`src/rtl/stack_pkg.sv`:
```
// Shared defaults and operation decode for the operand stack.
package stack_pkg;

   localparam int unsigned DATA_W_DEF = 8;
   localparam int unsigned DEPTH_DEF  = 16;
   localparam int unsigned PTR_W_DEF  = 4;

   typedef enum logic [1:0] {
      NOP     = 2'd0,
      PUSH    = 2'd1,
      POP     = 2'd2,
      REPLACE = 2'd3
   } stack_op_e;

   // Push and pop together on an empty stack degenerates to a plain push.
   function automatic stack_op_e decode_op(input logic push,
                                           input logic pop,
                                           input logic is_empty);
      stack_op_e op;
      if (push && pop)  op = is_empty ? PUSH : REPLACE;
      else if (push)    op = PUSH;
      else if (pop)     op = POP;
      else              op = NOP;
      return op;
   endfunction

endpackage

```
`src/rtl/stack_mem.sv`:
```
// Storage for the entries below top of stack: one synchronous write port,
// one asynchronous read port, contents not reset.
module stack_mem #(
   parameter int unsigned DATA_W  = 8,
   parameter int unsigned ENTRIES = 15,
   parameter int unsigned ADDR_W  = 4
) (
   input  logic              clk,
   input  logic              we,
   input  logic [ADDR_W-1:0] waddr,
   input  logic [DATA_W-1:0] wdata,
   input  logic [ADDR_W-1:0] raddr,
   output logic [DATA_W-1:0] rdata
);

   logic [DATA_W-1:0] mem [ENTRIES];

   always_ff @(posedge clk) begin
      if (we && (32'(waddr) < ENTRIES)) begin
         mem[waddr] <= wdata;
      end
   end

   assign rdata = (32'(raddr) < ENTRIES) ? mem[raddr] : '0;

endmodule

```
`src/rtl/operand_stack.sv`:
```
// LIFO operand stack with a registered top-of-stack word.
// Define STACK_GUARD_EN to block push-when-full / pop-when-empty and flag them.
module operand_stack
   import stack_pkg::*;
#(
   parameter int unsigned DATA_W = DATA_W_DEF,
   parameter int unsigned DEPTH  = DEPTH_DEF,
   parameter int unsigned PTR_W  = PTR_W_DEF
) (
   input  logic              clk,
   input  logic              reset,
   input  logic              clr,
   input  logic              push,
   input  logic              pop,
   input  logic [DATA_W-1:0] data_to_push,
   output logic [DATA_W-1:0] data_from_stack,
   output logic [PTR_W:0]    count,
   output logic              empty,
   output logic              full,
   output logic              overflow,
   output logic              underflow
);

   localparam logic [PTR_W:0]   DEPTH_C   = (PTR_W+1)'(DEPTH);
   localparam logic [PTR_W:0]   CNT_ONE   = (PTR_W+1)'(1);
   localparam logic [PTR_W-1:0] SP_ONE    = PTR_W'(1);
   localparam logic [PTR_W-1:0] SP_LAST   = PTR_W'(DEPTH-2);

   // sp tracks array occupancy, i.e. count-1 once the stack is non-empty.
   logic [PTR_W-1:0]  sp_q, sp_d;
   logic [PTR_W:0]    count_q, count_d;
   logic [DATA_W-1:0] tos_q, tos_d;
   logic              ovf_q, ovf_d;
   logic              unf_q, unf_d;

   logic              mem_we;
   logic [PTR_W-1:0]  mem_waddr;
   logic [PTR_W-1:0]  mem_raddr;
   logic [DATA_W-1:0] mem_rdata;
   stack_op_e         op;

   stack_mem #(
      .DATA_W  (DATA_W),
      .ENTRIES (DEPTH-1),
      .ADDR_W  (PTR_W)
   ) u_mem (
      .clk   (clk),
      .we    (mem_we),
      .waddr (mem_waddr),
      .wdata (tos_q),
      .raddr (mem_raddr),
      .rdata (mem_rdata)
   );

   always_comb begin
      sp_d      = sp_q;
      count_d   = count_q;
      tos_d     = tos_q;
      ovf_d     = ovf_q;
      unf_d     = unf_q;
      mem_we    = 1'b0;
      mem_waddr = sp_q;
      mem_raddr = (count_q == '0) ? SP_LAST : (sp_q - SP_ONE);
      op        = decode_op(push, pop, count_q == '0);

      if (clr) begin
         sp_d    = '0;
         count_d = '0;
         tos_d   = '0;
         ovf_d   = 1'b0;
         unf_d   = 1'b0;
      end else begin
         case (op)
            PUSH: begin
               if (count_q == DEPTH_C) begin
`ifdef STACK_GUARD_EN
                  ovf_d = 1'b1;
`else
                  // Wrap: old top overwrites the oldest slot, count wraps to 1.
                  mem_we    = 1'b1;
                  mem_waddr = '0;
                  tos_d     = data_to_push;
                  count_d   = CNT_ONE;
                  sp_d      = '0;
`endif
               end else begin
                  if (count_q != '0) begin
                     mem_we = 1'b1;
                     sp_d   = sp_q + SP_ONE;
                  end
                  tos_d   = data_to_push;
                  count_d = count_q + CNT_ONE;
               end
            end
            POP: begin
               if (count_q == '0) begin
`ifdef STACK_GUARD_EN
                  unf_d = 1'b1;
`else
                  tos_d   = mem_rdata;
                  count_d = DEPTH_C - CNT_ONE;
                  sp_d    = SP_LAST;
`endif
               end else if (count_q == CNT_ONE) begin
                  tos_d   = '0;
                  count_d = '0;
                  sp_d    = '0;
               end else begin
                  tos_d   = mem_rdata;
                  count_d = count_q - CNT_ONE;
                  sp_d    = sp_q - SP_ONE;
               end
            end
            REPLACE: tos_d = data_to_push;
            default: ;
         endcase
      end
   end

   always_ff @(posedge clk or negedge reset) begin
      if (!reset) begin
         sp_q    <= '0;
         count_q <= '0;
         tos_q   <= '0;
         ovf_q   <= 1'b0;
         unf_q   <= 1'b0;
      end else begin
         sp_q    <= sp_d;
         count_q <= count_d;
         tos_q   <= tos_d;
         ovf_q   <= ovf_d;
         unf_q   <= unf_d;
      end
   end

   assign data_from_stack = tos_q;
   assign count           = count_q;
   assign empty           = (count_q == '0);
   assign full            = (count_q == DEPTH_C);
`ifdef STACK_GUARD_EN
   assign overflow        = ovf_q;
   assign underflow       = unf_q;
`else
   assign overflow        = 1'b0;
   assign underflow       = 1'b0;
`endif

endmodule

```
`config.mk`:
```
export PLATFORM = sky130hd
export DESIGN_NAME = operand_stack
export DESIGN_NICKNAME = d
export VERILOG_FILES = /design/src/rtl/stack_pkg.sv /design/src/rtl/stack_mem.sv /design/src/rtl/operand_stack.sv
export SDC_FILE = /design/constraint.sdc
export NUM_CORES = 1
export LEC_CHECK = 0
export ABC_AREA = 1
export ABC_CLOCK_PERIOD_IN_PS = 6100
export CORE_MARGIN = 2
export CORE_UTILIZATION = 40
export DETAILED_ROUTE_END_ITERATION = 7
export PLACE_DENSITY_LB_ADDON = 0.25
export SLEW_MARGIN = 10
export SYNTH_ARGS = -nofsm -noshare
export SYNTH_HDL_FRONTEND = slang
export SYNTH_SLANG_ARGS = --single-unit
export TNS_END_PERCENT = 50
```
`constraint.sdc`:
```
create_clock -name clk -period 6.1 [get_ports clk]
set_clock_uncertainty 0.05 [all_clocks]
set_input_delay 0.915 -clock clk [delete_from_list [all_inputs] [get_ports clk]]
set_output_delay 0.915 -clock clk [all_outputs]
set_load 0.01 [all_outputs]
```
==> flow_summary.yaml, run 1 <==
clocking:
  hold_buffers: 0
  clk_pin_slew_ns: 0.06
  cts_setup_buffers: 0
  cts.root.buffer_cell: "clkbuf_16"
  cts_num_sinks: 137
  cts_tree: "done"
  h-tree-depth: 4
  cts_repair_resize_count: 0
  cts_buffer_depth: 2
  numCtsBuffers: 17
  clk_latency_ns: 0.43
run:
  max_cap_viol_count: 0
critical_path:
  rr_endpoint: "data_from_stack[6]"
  rr_worst_depth: 9
  arrival_ns: 4.15
  r2r_start: "sp_q[0]"
  crit_path_max_fanout: 51
  startpoint: "sp_q[0]"
  r2r_slack_ns: 2.26
  crit_end: "data_from_stack[6]"
  start_kind: "flip-flop"
  path_class: "flip-flop to flip-flop"
  crit_path_end_kind: "flip-flop"
  worstPathRequired_ns: 6.40
final_layout:
  multiInputGateArea_sq_mm: 0.001919
  diodes: 0
  drive_gt1_share_pct: 9.331
  regArea_sq_mm: 0.004029
  fillers: 1422
  area_growth_pct: 16.26
  final_nets: 649
die:
  pin_count: 30
  fp.dieArea_sq_mm: 0.01691
  initial_core_util_pct: 40.45
  rows: 46
  die_h_um: 130.1
  die_w_um: 130.1
  core_area_sq_mm: 0.01571
hold_path:
  hold_path.class: "flip-flop to flip-flop"
  hold_depth: 2
pwr:
  power_uw: 3826
  leakage_uw: 0.002899
  powerDensity_mw_per_mm2: 517.7
  vdd_ir_drop_max_uv: 276.5
placement:
  hpwl_um: 10680
  place.gp.congestion: 0.9174
  io_buffer_count: 27
drt:
  drcViolationCount: 0
  wirelength_um: 16770
  drt_iter0_drc: 555
  routedWlPerCell_um: 19.52
  via_per_inst: 5.375
  dr.pass1.iters: 5
  final_antenna_net_count: 0
  num_vias: 4617
sta:
  min_period_over_period_pct: 63.03
  setup_tns_ns: 0
  fmax_mhz: 260.1
  rsz0062_at_grt: "false"
  slew_headroom_pct: 34.39
  maxSlewViolCount: 0
  fin_crit_ns: 3.845
  final_hold_viol_count: 0
  setup-violations-final: 0
  tightest_slew_ns: 0.9806
grt:
  grt_usage_pct: 21.18
  grt_pass1_wl_um: 25650
  grt_max_degree: 55
  antenna_found_initial: 0
  grt-ovfl-total: 0
  grt_pass1_vias: 4455
synth:
  post_synth_num_cell_types: 37
  yosysWarnings: 0
  ys_ff_latch: 137
  syn_avg_cell_area_sq_um: 10.45
  netlist_instances: 608
  syn_area_sq_mm: 0.006356
  ys_seq_area_share_pct: 63.39
run_status:
  outcome: "finished, final reports clean"
==> sequential cells by signal (all words and copies together) (netlist names) <==
name	cells
data_from_stack	8
sp_q	4
u_mem.mem	120
count	5
==> power breakdown <==
part / internal (uW) / switching (uW) / total, uW / leakage, uW
combinational: 439 / 1050 / 1490 / 0.00129
clock: 651 / 416 / 1070 / 0.000300
sequential: 1160 / 108 / 1270 / 0.00131
total: 2250 / 1570 / 3830 / 0.00290
==> synth_stat cells <==
master     instances  share of area, %
o21a_2             1              0.14
buf_2             12              0.94
edfxtp_1         120                57
nand2_1          132               7.8
buf_1              2              0.12
or2_2              1             0.098
nor4_2             1              0.20
inv_2              8              0.47
nand4_1            3              0.30
nand3_1          115               9.1
o311ai_0           1              0.14
a31oi_4            1              0.33
buf_4              6              0.71
xor2_1             4              0.55
o21ai_0            9              0.71
a21oi_1           21               1.7
nor3_1             1             0.079
o22ai_1            6              0.59
nor2_4             3              0.53
nand2_4            2              0.35
ha_1               6               1.2
clkbuf_1           8              0.47
dfrtp_1           17               6.7
a211oi_1           1              0.12
o2111ai_1         15               2.1
a31oi_1            4              0.39
nand3_4            1              0.28
nor3_2             1              0.16
nor3_4             1              0.26
xnor2_1            4              0.55
conb_1             1             0.059
nor2_2             2              0.20
inv_1             59               3.5
nor2_1            35               2.1
nand2_2            1             0.098
buf_6              2              0.35
o211ai_1           1              0.12
==> through the flow <==
stage	cell area (sq um)	hold slack [ns]	setup slack [ns]	std cells	utilization [%]
final	7390	0.6559	2.255	859	47.03
after global routing	7390	0.7010	2.065	859	47.03
after CTS	7385	0.6615	2.333	859	47.00
after detailed placement	6773	0.6449	2.297	827	43.10
after global placement	6773	0.6419	2.341	827	43.10
after floorplan	6360	0.5694	3.399	609	-
==> critical path, cell delays in order, from the launching register on <==
cell and delay (ns):
dfrtp_1 0.32, buf_4 0.45, inv_2 0.43, ha_1 0.84
nand2_2 0.70, nand4_1 0.31, nand2_1 0.13, nor2_4 0.18
nand3_1 0.13, a21oi_1 0.14
==> cell type report <==
cell class	instances	share of cell area [%]
sequential	137	54.52
multi-input combinational	375	25.97
clock buffer	17	5.757
timing repair buffer	32	4.165
tap	216	3.657
inverter	67	3.403
clock inverter	15	2.523
==> cell families (layout without fill, tap and decap cells) <==
family / count (synthesis) / in the layout / synth area share, %
adder cells (fa/ha/maj): 6 / 6 / 1.181
XOR/XNOR: 8 / 8 / 1.102
flip-flops: 137 / 137 / 63.39
AO/OA/AOI/OAI: 60 / 60 / 6.260
AND/OR/NAND/NOR: 299 / 299 / 21.46
buffers and inverters: 97 / 131 / 6.555
other: 1 / 2 / 0.05900
==> how the worst min path moves through the flow <==
| stage | startpoint | end | slack, ns |
|---|---|---|---|
| final | count[1] | count[1] | 0.66 |
| after global routing | count[1] | count[1] | 0.70 |
| after CTS | count[4] | count[4] | 0.66 |
| after detailed placement | sp_q[3] | sp_q[3] | 0.64 |
| after global placement | count[4] | count[4] | 0.64 |
| after floorplan | reset | count[0] | 0.57 |
==> placed cells by master, fill, tap and decap left out, drive strengths merged, types with 2 or more instances in the layout <==
cell type      synthesis  layout
buf                   22       5
nand3                116     116
inv                   67      74
o22ai                  6       6
dfrtp                 17      17
a31oi                  5       5
ha                     6       6
o21ai                  9       9
xor2                   4       4
clkinv                 0       4
xnor2                  4       4
clkdlybuf4s50          0      27
clkbuf                 8      17
nand4                  3       3
conb                   1       2
o2111ai               15      15
edfxtp               120     120
nor2                  40      40
bufinv                 0       3
nor3                   3       3
a21oi                 21      21
nand2                135     135
==> per-layer routing <==
| metal | up-vias | part of all wire, % | GRT usage (%) |
|---|---|---|---|
| met4 | 0 | 2.1 | 9.108 |
| met1 | 2267 | 44 | 28.36 |
| met5 | - | 0 | 0 |
| li1 | 2144 | - | - |
| met3 | 27 | 6.8 | 5.781 |
| met2 | 179 | 47 | 32.65 |
Power figures use the tool's default switching activity.
==> run 2, diff against run 1 <==
Settings changed: ABC_CLOCK_PERIOD_IN_PS 6100 to 3100.
Clock period 6.1 ns to 3.1 ns, I/O delays scaled along.
==> run 2 against run 1 <==
Global-route usage down 0.57 points. Power up 97%. Die area did not move. Cell count up 3.0%. Clock power is 81% higher. Worst setup slack lost 1.9 ns. Via count shrank 0.24%. Count of clock-buffer cells in the layout is the same. Sequential power grew 88%. Wire length is 1.0% lower. Utilization up 1.0 points. Highest routed layer unchanged.
==> flow_summary.yaml, run 2 (synthesis gave the netlist of run 1 again) <==
critical_path:
  cp_slowest_stage_delay_ns: 0.54
  crit_path_max_fanout: 24
  crit_family: "buffers and inverters"
  r2r_start: "count[0]"
  path_cells: "inv_1, ha_1, nand3_4, inv_1, clkdlybuf4s50_1"
  startpoint: "count[0]"
  crit_path_end_kind: "primary output"
  crit_path_top_delay_cell: "clkdlybuf4s50_1"
  critPathMostFrequentCell: "inv_1"
  worst-path-buf-inv: 3
  start_kind: "flip-flop"
  worstPathRequired_ns: 2.58
  path_class: "flip-flop to primary output"
  arrival_ns: 2.27
final_layout:
  final_core_utilization_pct: 48.03
  final_common_cell: "nand2_1"
  diodes: 0
  largest_reg_flops: 120
  final_cell_mix: "132 x nand2_1, 120 x edfxtp_1, 115 x nand3_1, 59 x inv_1, 35 x nor2_1"
  area_growth_pct: 18.74
  drive_gt1_share_pct: 12.71
  regMostFlops: "u_mem.mem"
  final_nets: 675
die:
  initial_core_util_pct: 40.45
  die_w_um: 130.1
  fp.dieArea_sq_mm: 0.01691
  die_h_um: 130.1
  core_area_sq_mm: 0.01571
  rows: 46
  pin_count: 30
grt:
  grt_usage_pct: 20.62
  antenna_found_initial: 0
  grt_pass1_wl_um: 25030
  grt_pass1_vias: 4273
  grt_max_degree: 51
  grt-ovfl-total: 0
drt:
  routedWlPerCell_um: 18.76
  dr.pass1.iters: 5
  drcViolationCount: 0
  wirelength_um: 16600
  final_antenna_net_count: 0
  drt_iter0_drc: 519
  via_per_inst: 5.205
  num_vias: 4606
placement:
  io_buffer_count: 27
  place.gp.congestion: 0.9592
  hpwl_um: 11160
sta:
  final_hold_viol_count: 0
  maxSlewViolCount: 0
  slew_headroom_pct: 43.66
  setup-violations-final: 0
  tightest_slew_ns: 0.8424
  setup_tns_ns: 0
  hold_slack_ns: 0.4780
  fmax_mhz: 358.4
  min_period_over_period_pct: 90.00
  rsz0062_at_grt: "false"
  fin_crit_ns: 2.790
clocking:
  cts_tree: "done"
  cts_setup_buffers: 0
  cts.root.buffer_cell: "clkbuf_16"
  cts_repair_resize_count: 0
  numCtsBuffers: 17
  cts_num_sinks: 137
  hold_buffers: 0
  clk_latency_ns: 0.42
  clk_pin_slew_ns: 0.06
  cts_buffer_depth: 2
  h-tree-depth: 4
pwr:
  leakage_uw: 0.003017
  vdd_ir_drop_max_uv: 510.5
  powerDensity_mw_per_mm2: 998.3
run_status:
  outcome: "finished, final reports clean"
hold_path:
  hold_path.class: "primary input to asynchronous set/reset pin"
run:
  max_cap_viol_count: 0
## run 2: cell type report
| cell class | count | area (sq um) |
|---|---|---|
| Timing Repair Buffer | 58 | 515.5 |
| Inverter | 67 | 251.5 |
| Multi-Input combinational cell | 375 | 1914 |
| Sequential cell | 137 | 4029 |
| Clock inverter | 15 | 141.4 |
| Tap cell | 216 | 270.3 |
| Clock buffer | 17 | 425.4 |
| Fill cell | 1430 | 8165 |
## run 2: power by group
group / internal, uW / leakage [uW] / switching (uW)
registers: 2290 / 0.00131 / 103
clock network: 1120 / 0.000277 / 823
logic: 951 / 0.00143 / 2250
total: 4360 / 0.00302 / 3180
## run 2: per-stage QoR
step	std cells	instance area (sq um)	setup WS (ns)	power (uW)
final	885	7547	0.3101	7534
after global routing	885	7547	0.1405	7943
after CTS	885	7547	0.2867	7528
after detailed placement	853	6980	0.2908	5581
after global placement	853	6980	0.3458	5568
after floorplan	609	6360	0.6212	4476
## run 2: per-layer routing
metal	GRT usage (%)	vias to the layer above	share of wire [%]
met2	31.54	193	46
met1	29.06	2181	44
met3	5.043	30	7.1
met4	6.831	0	2.8
met5	0	-	0
li1	-	2202	-
## run 2: final timing paths
| path | to | slack (ns) | cells after the start |
|---|---|---|---|
| setup / recovery | empty | 0.31 | 5 |
| hold / removal | count[3] | 0.48 | 1 |
| setup reg to reg | data_from_stack[0] | 0.37 | 13 |
| hold reg to reg | count[2] | 0.67 | 2 |
| max in group asynchronous | data_from_stack[0] | 2.00 | 1 |
| min in group clk | data_from_stack[7] | 0.64 | 5 |
